File: config.mk
export PLATFORM = sky130hd
export DESIGN_NAME = dmem_responder_flat
export DESIGN_NICKNAME = d
export VERILOG_FILES = /design/src/rtl/dmem_responder_if.sv /design/src/rtl/dmem_responder.sv /design/src/flat_wrapper.sv
export SDC_FILE = /design/constraint.sdc
export NUM_CORES = 2
export LEC_CHECK = 0
export CAP_MARGIN = 20
export CORE_UTILIZATION = 25
export CTS_CLUSTER_DIAMETER = 60
export DETAILED_ROUTE_END_ITERATION = 8
export GPL_TIMING_DRIVEN = 0
export PLACE_DENSITY = 0.41
export SLEW_MARGIN = 25
export SYNTH_ARGS = -nofsm -noshare
export SYNTH_HDL_FRONTEND = slang
export SYNTH_SLANG_ARGS = --single-unit
File: constraint.sdc
create_clock -name clk -period 9.34 [get_ports clk]
set_clock_uncertainty 0.05 [all_clocks]
set_input_delay 1.401 -clock clk [delete_from_list [all_inputs] [get_ports clk]]
set_output_delay 1.401 -clock clk [all_outputs]
set_load 0.02 [all_outputs]
File: src/rtl/dmem_responder_if.sv
`default_nettype none
// +--------------------------------------------------------------------------+
// | dmem_responder_if : load/store request + response channels to data memory |
// | Revision 1.0                                                              |
// +--------------------------------------------------------------------------+
interface dmem_responder_if;
  logic        req_valid;
  logic        req_ready;
  logic        req_write;
  logic [31:0] req_addr;
  logic [31:0] req_wdata;
  logic        resp_valid;
  logic        resp_ready;
  logic [31:0] resp_rdata;
  logic        resp_err;

  modport master (
    output req_valid, req_write, req_addr, req_wdata, resp_ready,
    input  req_ready, resp_valid, resp_rdata, resp_err
  );

  modport slave (
    input  req_valid, req_write, req_addr, req_wdata, resp_ready,
    output req_ready, resp_valid, resp_rdata, resp_err
  );
endinterface
`default_nettype wire

File: src/rtl/dmem_responder.sv
`default_nettype none
// +--------------------------------------------------------------------------+
// | dmem_responder : single-outstanding data memory with fixed access latency |
// | Revision 1.0                                                              |
// +--------------------------------------------------------------------------+
module dmem_responder #(
  parameter int DEPTH   = 64,
  parameter int LATENCY = 2
) (
  input  logic            clk,
  input  logic            rst,
  dmem_responder_if.slave bus
);
  localparam int AW = $clog2(DEPTH);
  localparam int CW = $clog2(LATENCY + 1);

  typedef enum logic [1:0] {
    IDLE = 2'd0,
    WAIT = 2'd1,
    RESP = 2'd2
  } state_e;

  state_e        state_q;
  logic [CW-1:0] cnt_q;
  logic          write_q;
  logic [31:0]   addr_q;
  logic [31:0]   wdata_q;
  logic          req_ready_q;
  logic          resp_valid_q;
  logic          resp_err_q;
  logic [31:0]   resp_rdata_q;
  logic [31:0]   mem_q [DEPTH];

  logic [AW-1:0] idx;
  logic          addr_err;
  logic          access_now;
  logic          mem_we;

  assign idx        = addr_q[AW+1:2];
  assign addr_err   = (addr_q[1:0] != 2'b00) || ((addr_q >> (AW + 2)) != 32'd0);
  assign access_now = (state_q == WAIT) && (cnt_q == '0);
  assign mem_we     = access_now && write_q && !addr_err;

  always_ff @(posedge clk) begin
    if (!rst) begin
      state_q      <= IDLE;
      cnt_q        <= '0;
      write_q      <= 1'b0;
      addr_q       <= '0;
      wdata_q      <= '0;
      req_ready_q  <= 1'b1;
      resp_valid_q <= 1'b0;
      resp_err_q   <= 1'b0;
      resp_rdata_q <= '0;
    end else begin
      case (state_q)
        IDLE: begin
          if (bus.req_valid && req_ready_q) begin
            write_q     <= bus.req_write;
            addr_q      <= bus.req_addr;
            wdata_q     <= bus.req_wdata;
            cnt_q       <= CW'(LATENCY - 1);
            req_ready_q <= 1'b0;
            state_q     <= WAIT;
          end
        end
        WAIT: begin
          // Access happens on the edge LATENCY cycles after the accept edge
          if (cnt_q == '0) begin
            state_q      <= RESP;
            resp_valid_q <= 1'b1;
            resp_err_q   <= addr_err;
            resp_rdata_q <= (write_q || addr_err) ? 32'd0 : mem_q[idx];
          end else begin
            cnt_q <= cnt_q - CW'(1);
          end
        end
        RESP: begin
          if (bus.resp_ready) begin
            state_q      <= IDLE;
            resp_valid_q <= 1'b0;
            resp_err_q   <= 1'b0;
            resp_rdata_q <= '0;
            req_ready_q  <= 1'b1;
          end
        end
        default: state_q <= IDLE;
      endcase
    end
  end

  // Gated by rst so a store still waiting when reset hits is never committed
  always_ff @(posedge clk) begin
    if (rst && mem_we) begin
      mem_q[idx] <= wdata_q;
    end
  end

  assign bus.req_ready  = req_ready_q;
  assign bus.resp_valid = resp_valid_q;
  assign bus.resp_rdata = resp_rdata_q;
  assign bus.resp_err   = resp_err_q;
endmodule
`default_nettype wire

File: src/flat_wrapper.sv
// flat-port wrapper written by rule: the top's interface ports become plain ports
module dmem_responder_flat 
#(
  parameter int DEPTH   = 64,
  parameter int LATENCY = 2
)
  (clk, rst, bus_req_valid, bus_req_write, bus_req_addr, bus_req_wdata, bus_resp_ready, bus_req_ready, bus_resp_valid, bus_resp_rdata, bus_resp_err);
  dmem_responder_if bus_i ();
  input  logic clk;
  input  logic rst;
  input wire logic [$bits(bus_i.req_valid)-1:0] bus_req_valid;
  input wire logic [$bits(bus_i.req_write)-1:0] bus_req_write;
  input wire logic [$bits(bus_i.req_addr)-1:0] bus_req_addr;
  input wire logic [$bits(bus_i.req_wdata)-1:0] bus_req_wdata;
  input wire logic [$bits(bus_i.resp_ready)-1:0] bus_resp_ready;
  output wire logic [$bits(bus_i.req_ready)-1:0] bus_req_ready;
  output wire logic [$bits(bus_i.resp_valid)-1:0] bus_resp_valid;
  output wire logic [$bits(bus_i.resp_rdata)-1:0] bus_resp_rdata;
  output wire logic [$bits(bus_i.resp_err)-1:0] bus_resp_err;
  assign bus_i.req_valid = bus_req_valid;
  assign bus_i.req_write = bus_req_write;
  assign bus_i.req_addr = bus_req_addr;
  assign bus_i.req_wdata = bus_req_wdata;
  assign bus_i.resp_ready = bus_resp_ready;
  assign bus_req_ready = bus_i.req_ready;
  assign bus_resp_valid = bus_i.resp_valid;
  assign bus_resp_rdata = bus_i.resp_rdata;
  assign bus_resp_err = bus_i.resp_err;
  dmem_responder #(.DEPTH(DEPTH), .LATENCY(LATENCY)) u_core (.clk(clk), .rst(rst), .bus(bus_i));
endmodule
======== Word-level counts from Yosys, hierarchy flattened ========
Memory sizes are Yosys's and may differ from the RTL's. A register that Yosys moved wholly into a read port is not among the register bits.
Cells that the tools add are included.
storage, ports and cells
  register bits ........................... 104
  bits in latches ......................... 0
  bits in writable memories ............... 2048
  bits in read-only memories .............. 0
  input bits .............................. 69
  output and inout bits ................... 35
  logic and storage cells ................. 59
  memories ................................ 1
memories
  name          words  width  rd ports  clocked after memory_dff  wr ports  RTL line              text
  u_core.mem_q  64     32     1         1                         1         dmem_responder.sv:32  logic [31:0] mem_q [DEPTH];
operators by class
  add/sub/neg operators ................... 1
  multipliers ............................. 0
  div/mod/pow operators ................... 0
  $lt $le $gt $ge ......................... 0
  eq/ne operators ......................... 6
  shift operators ......................... 0
  mux-type cells .......................... 22
  bitwise logic cells ..................... 0
  reduce and logical (&&, ||, !) cells .... 20
operators with widths
  kind                                              count
  2-to-1 mux 32 bit                                 3
  case mux 32 bit (2 select lines)                  1
  nonzero test 32 bit                               1
  2-to-1 mux 6 bit                                  2
  AND reduction 3 bit                               4
  2-to-1 mux 2 bit                                  4
  nonzero test 2 bit                                4
  2-to-1 mux 1 bit                                  7
  != test 2 bit, second input constant              3
  case mux 1 bit (2 select lines)                   3
  case mux 2 bit (3 select lines)                   1
  logical AND 1 bit                                 5
  logical NOT 2 bit                                 2
  case mux 2 bit (2 select lines)                   1
  == test 2 x 1 -> 1 bit, second input constant     1
  == test 2 bit, second input constant              1
  logical OR 1 bit                                  2
  != test 2 x 1 -> 1 bit, second input constant     1
  AND reduction 2 bit                               1
  subtractor 2 x 1 -> 2 bit, second input constant  1
  logical NOT 1 bit                                 1

======== Depth between registers and ports, before layout ========
  word-level depth ........................ 7
  depth in mapped cells ................... 12
  mapped depth without buffers ............ 7

======== Worst setup path after synthesis ========
OpenSTA, ideal clock, no wires.
  kind .................................... in2reg
  start ................................... in rst
  end ..................................... mem u_core.mem_q[30][0], enable pin
  library setup time ...................... 0.421 ns
  arrival time ............................ 3.364 ns
  data required time ...................... 8.869 ns
  path slack .............................. 5.505 ns
  stages .................................. 4
  buffers on the path ..................... 0
  cell sequence ........................... nand2_1 nor3b_1 nand3_1 nor2_1
between the ends
  longest elaborated chain between the ends .. 3
ends and longest elaborated chain
  what                                    RTL line              text
  from (decl)                             flat_wrapper.sv:10    input logic rst;
  logical AND 1 bit                       dmem_responder.sv:94  if (rst && mem_we) begin
  2-to-1 mux 1 bit                        dmem_responder.sv:94
  2-to-1 mux 1 bit (implied by the code)  dmem_responder.sv:95  mem_q[idx] <= wdata_q;
  to (decl)                               dmem_responder.sv:32
Every way passes these cells.

==> results.yml <==
logic_synthesis:
  synth_fp_nets: 3817
  yosysMostFrequentCell: "edfxtp_1"
  ys_seq_elements: 2158
  ys_warn_count: 0
  synthArstFlopShare: 0
  ys_types: 60
  synth_seq_area_share: 0.775
  synth_commonest_cells: "2048 x edfxtp_1, 533 x mux4_2, 182 x nand2_1"
  syn_area_per_cell_um2: 21.9
  yosys_most_used_dff: "edfxtp_1"
  synth_area_mm2: 0.0822
  synth_enable_flop_cells: 2048
  yosysTopAreaCell: "edfxtp_1"
  netlist.area_leader.share: 0.748
  synth.area.top_cells: "edfxtp_1 75%, mux4_2 15%, dfxtp_1 2.7%"
  syn_inst: 3747
detailed_routing:
  wl_um: 317000
  drc: 0
  via_per_inst: 4.91
  drt_iter0_drc: 5774
  num_vias: 43489
  dr.pass1.iters: 6
  wl_per_cell_um: 35.8
  ant_nets: 0
clocking:
  cts_root_buf: "clkbuf_16"
  cts_sinks: 2158
  cts_made_buffers: 237
  postCtsSetupBuffers: 0
  clockBufferDepth: 4
  ctsHoldBuffers: 0
  cts_resized: 0
  clock_latency_ns: 0.90
  cts_max_level: 4
  cts_tree: "done"
  path_clk_slew_ns: 0.06
placement:
  dpl.hpwl_um: 224000
  io_buffer_count: 103
  placement.cell_area_mm2: 0.0951
  gp_congestion: 0.819
worst_setup_path:
  crit_path_top_delay_cell: "o21ai_1"
  path_class: "reg -> reg"
  cp_cell_sequence: "buf_2 -> buf_2 -> buf_4 -> buf_2 -> buf_2 -> mux4_2 -> o21ai_1 -> o31ai_1"
  cpPeakStageDelay_ns: 0.82
  critPathTopFamily: "buffers and inverters"
  endpoint_kind: "register"
  cp.required_ns: 10.03
  crit_top_cell: "buf_2"
  start_kind: "register"
  arrival_ns: 5.53
  crit_buf_inv: 5
  crit_path_max_fanout: 10
floorplan:
  num_io_pins: 104
  dieArea_mm2: 0.331
  fp.dieW_um: 576
  rows: 210
  initial_core_util: 0.251
  core_area_mm2: 0.327
  die-height_um: 576
final_layout:
  finish.instance_area_mm2: 0.102
  drive_gt1_frac: 0.301
  fillers: 31273
  final-seq-area_mm2: 0.0638
  multi_input_area_mm2: 0.0179
  synthToLayoutAreaGrowth_pct: 24.5
  utilization: 0.313
  nets: 4392
power_and_ir_drop:
  power.share.sequential: 0.506
  power_leakage_nw: 30.3
  swShare: 0.233
  peakVddDrop_v: 0.000150
  internal_power_mw: 16.3
  power_frac_clock: 0.423
  p_switching_mw: 4.95
  p_per_area_mw_per_mm2: 207
  power_frac_comb: 0.071
  p_total_mw: 21.2
global_routing:
  grt_use_total: 0.189
  grt_pass1_vias: 43522
  grt_pass1_wl_um: 417000
  grt_max_degree: 66
  antenna_found_initial: 17
  grt.overflow.total: 0
timing:
  rsz0062_at_grt: "false"
  fmax_ghz: 0.206
  maxSlewViolCount: 0
  worstMarginPinSlew_ns: 1.16
  fin_crit_ns: 4.85
  setup_violations: 0
  worst_slew_margin_rel: 0.221
  hold_ws_ns: 0.418
  post-route-period-util: 0.519
  hold_violations: 0
  tns_ns: 0
min_path:
  hp-class: "reg -> reg"
job:
  drv_cap: 0
status:
  status: "complete, no violations"
## sequential cells by signal, indices dropped and copies added, names as in the netlist, named ones only
register               count
u_core.state_q             2
u_core.write_q             1
u_core.bus.req_ready       1
u_core.bus.resp_err        1
u_core.cnt_q               2
u_core.addr_q             32
u_core.wdata_q            32
u_core.bus.resp_valid      1
u_core.bus.resp_rdata     32
u_core.mem_q            2048
## stage by stage
step,setup WS (ns),cells
3_3_place_gp,0.614,8196
3_5_place_dp,4.30,8429
4_1_cts,4.54,8856
5_1_grt,4.60,8857
6_report,4.49,8862
2_1_floorplan,5.50,3747
## power by group through the flow
stage | Clock [mW] | Sequential [mW] | Combinational (mW)
finish | 8.97 | 10.7 | 1.51
global route | 9.49 | 10.7 | 1.56
CTS | 9.14 | 10.7 | 1.52
detailed placement | 0 | 10.9 | 1.52
global placement | 0 | 11.1 | 1.28
floorplan | 0 | 11.0 | 0.700
## final timing paths
check                           cells past startpoint              from  slack, ns                         to
worst min register to register                      2  u_core.addr_q[8]       0.42           u_core.addr_q[8]
worst min-delay path                                2  u_core.addr_q[8]       0.42           u_core.addr_q[8]
worst max register to register                      8          register       4.49  u_core.bus.resp_rdata[14]
worst max-delay path                                8          register       4.49  u_core.bus.resp_rdata[14]
## cells by family after synthesis
logic type | count (synthesis) | share of synthesized area
AOI/OAI and AO/OA | 307 | 0.0263
buffers and inverters | 216 | 0.0138
and+or+nand+nor | 382 | 0.0207
DFF | 2158 | 0.775
adders and majority gates | 1 | 0.000152
muxes | 683 | 0.164
## routing by layer
layer,part of all wire,up-vias,global-route usage,routed length (um)
met5,0,-,0,0
met1,0.43,24326,0.259,136000
met3,0.058,453,0.0251,18500
met4,0.036,0,0.0626,11500
met2,0.47,1755,0.308,150000
li1,-,16955,-,-
## cell usage in the layout (no fill, tap or decap), types with 17 or more instances in the layout
cell type	n
nand3_1	31
buf_4	30
a21oi_1	42
buf_6	17
nor2_4	65
nor2_1	22
nand2_1	182
buf_16	154
clkbuf_1	106
dfxtp_4	31
o21ai_0	23
clkinv_1	46
clkinv_2	47
o21ai_1	21
dfxtp_1	78
clkbuf_16	240
o211ai_1	17
buf_2	93
clkbuf_2	21
mux4_2	533
buf_12	72
mux2i_1	143
a221oi_1	17
clkdlybuf4s50_1	103
a22oi_1	34
edfxtp_1	2048
nor2b_1	21
a21boi_0	67
## area by class of cell
type                       instances  share of cell area
antenna                            6            0.000147
buffer                           212              0.0113
clock buffer                     307              0.0615
clock inverter                   120             0.00923
inverter                           4            0.000147
multi-input combinational       1373               0.175
sequential                      2158               0.623
tap                             4346              0.0531
timing repair buffer             336              0.0665
## worst register-to-register path: stages, from the launching register on
cell and delay [ns]:
dfxtp_1 0.47, buf_2 0.39, buf_2 0.60, buf_4 0.47, buf_2 0.61, buf_2 0.64
mux4_2 0.49, o21ai_1 0.82, o31ai_1 0.16
Power figures use the tool's default switching activity.
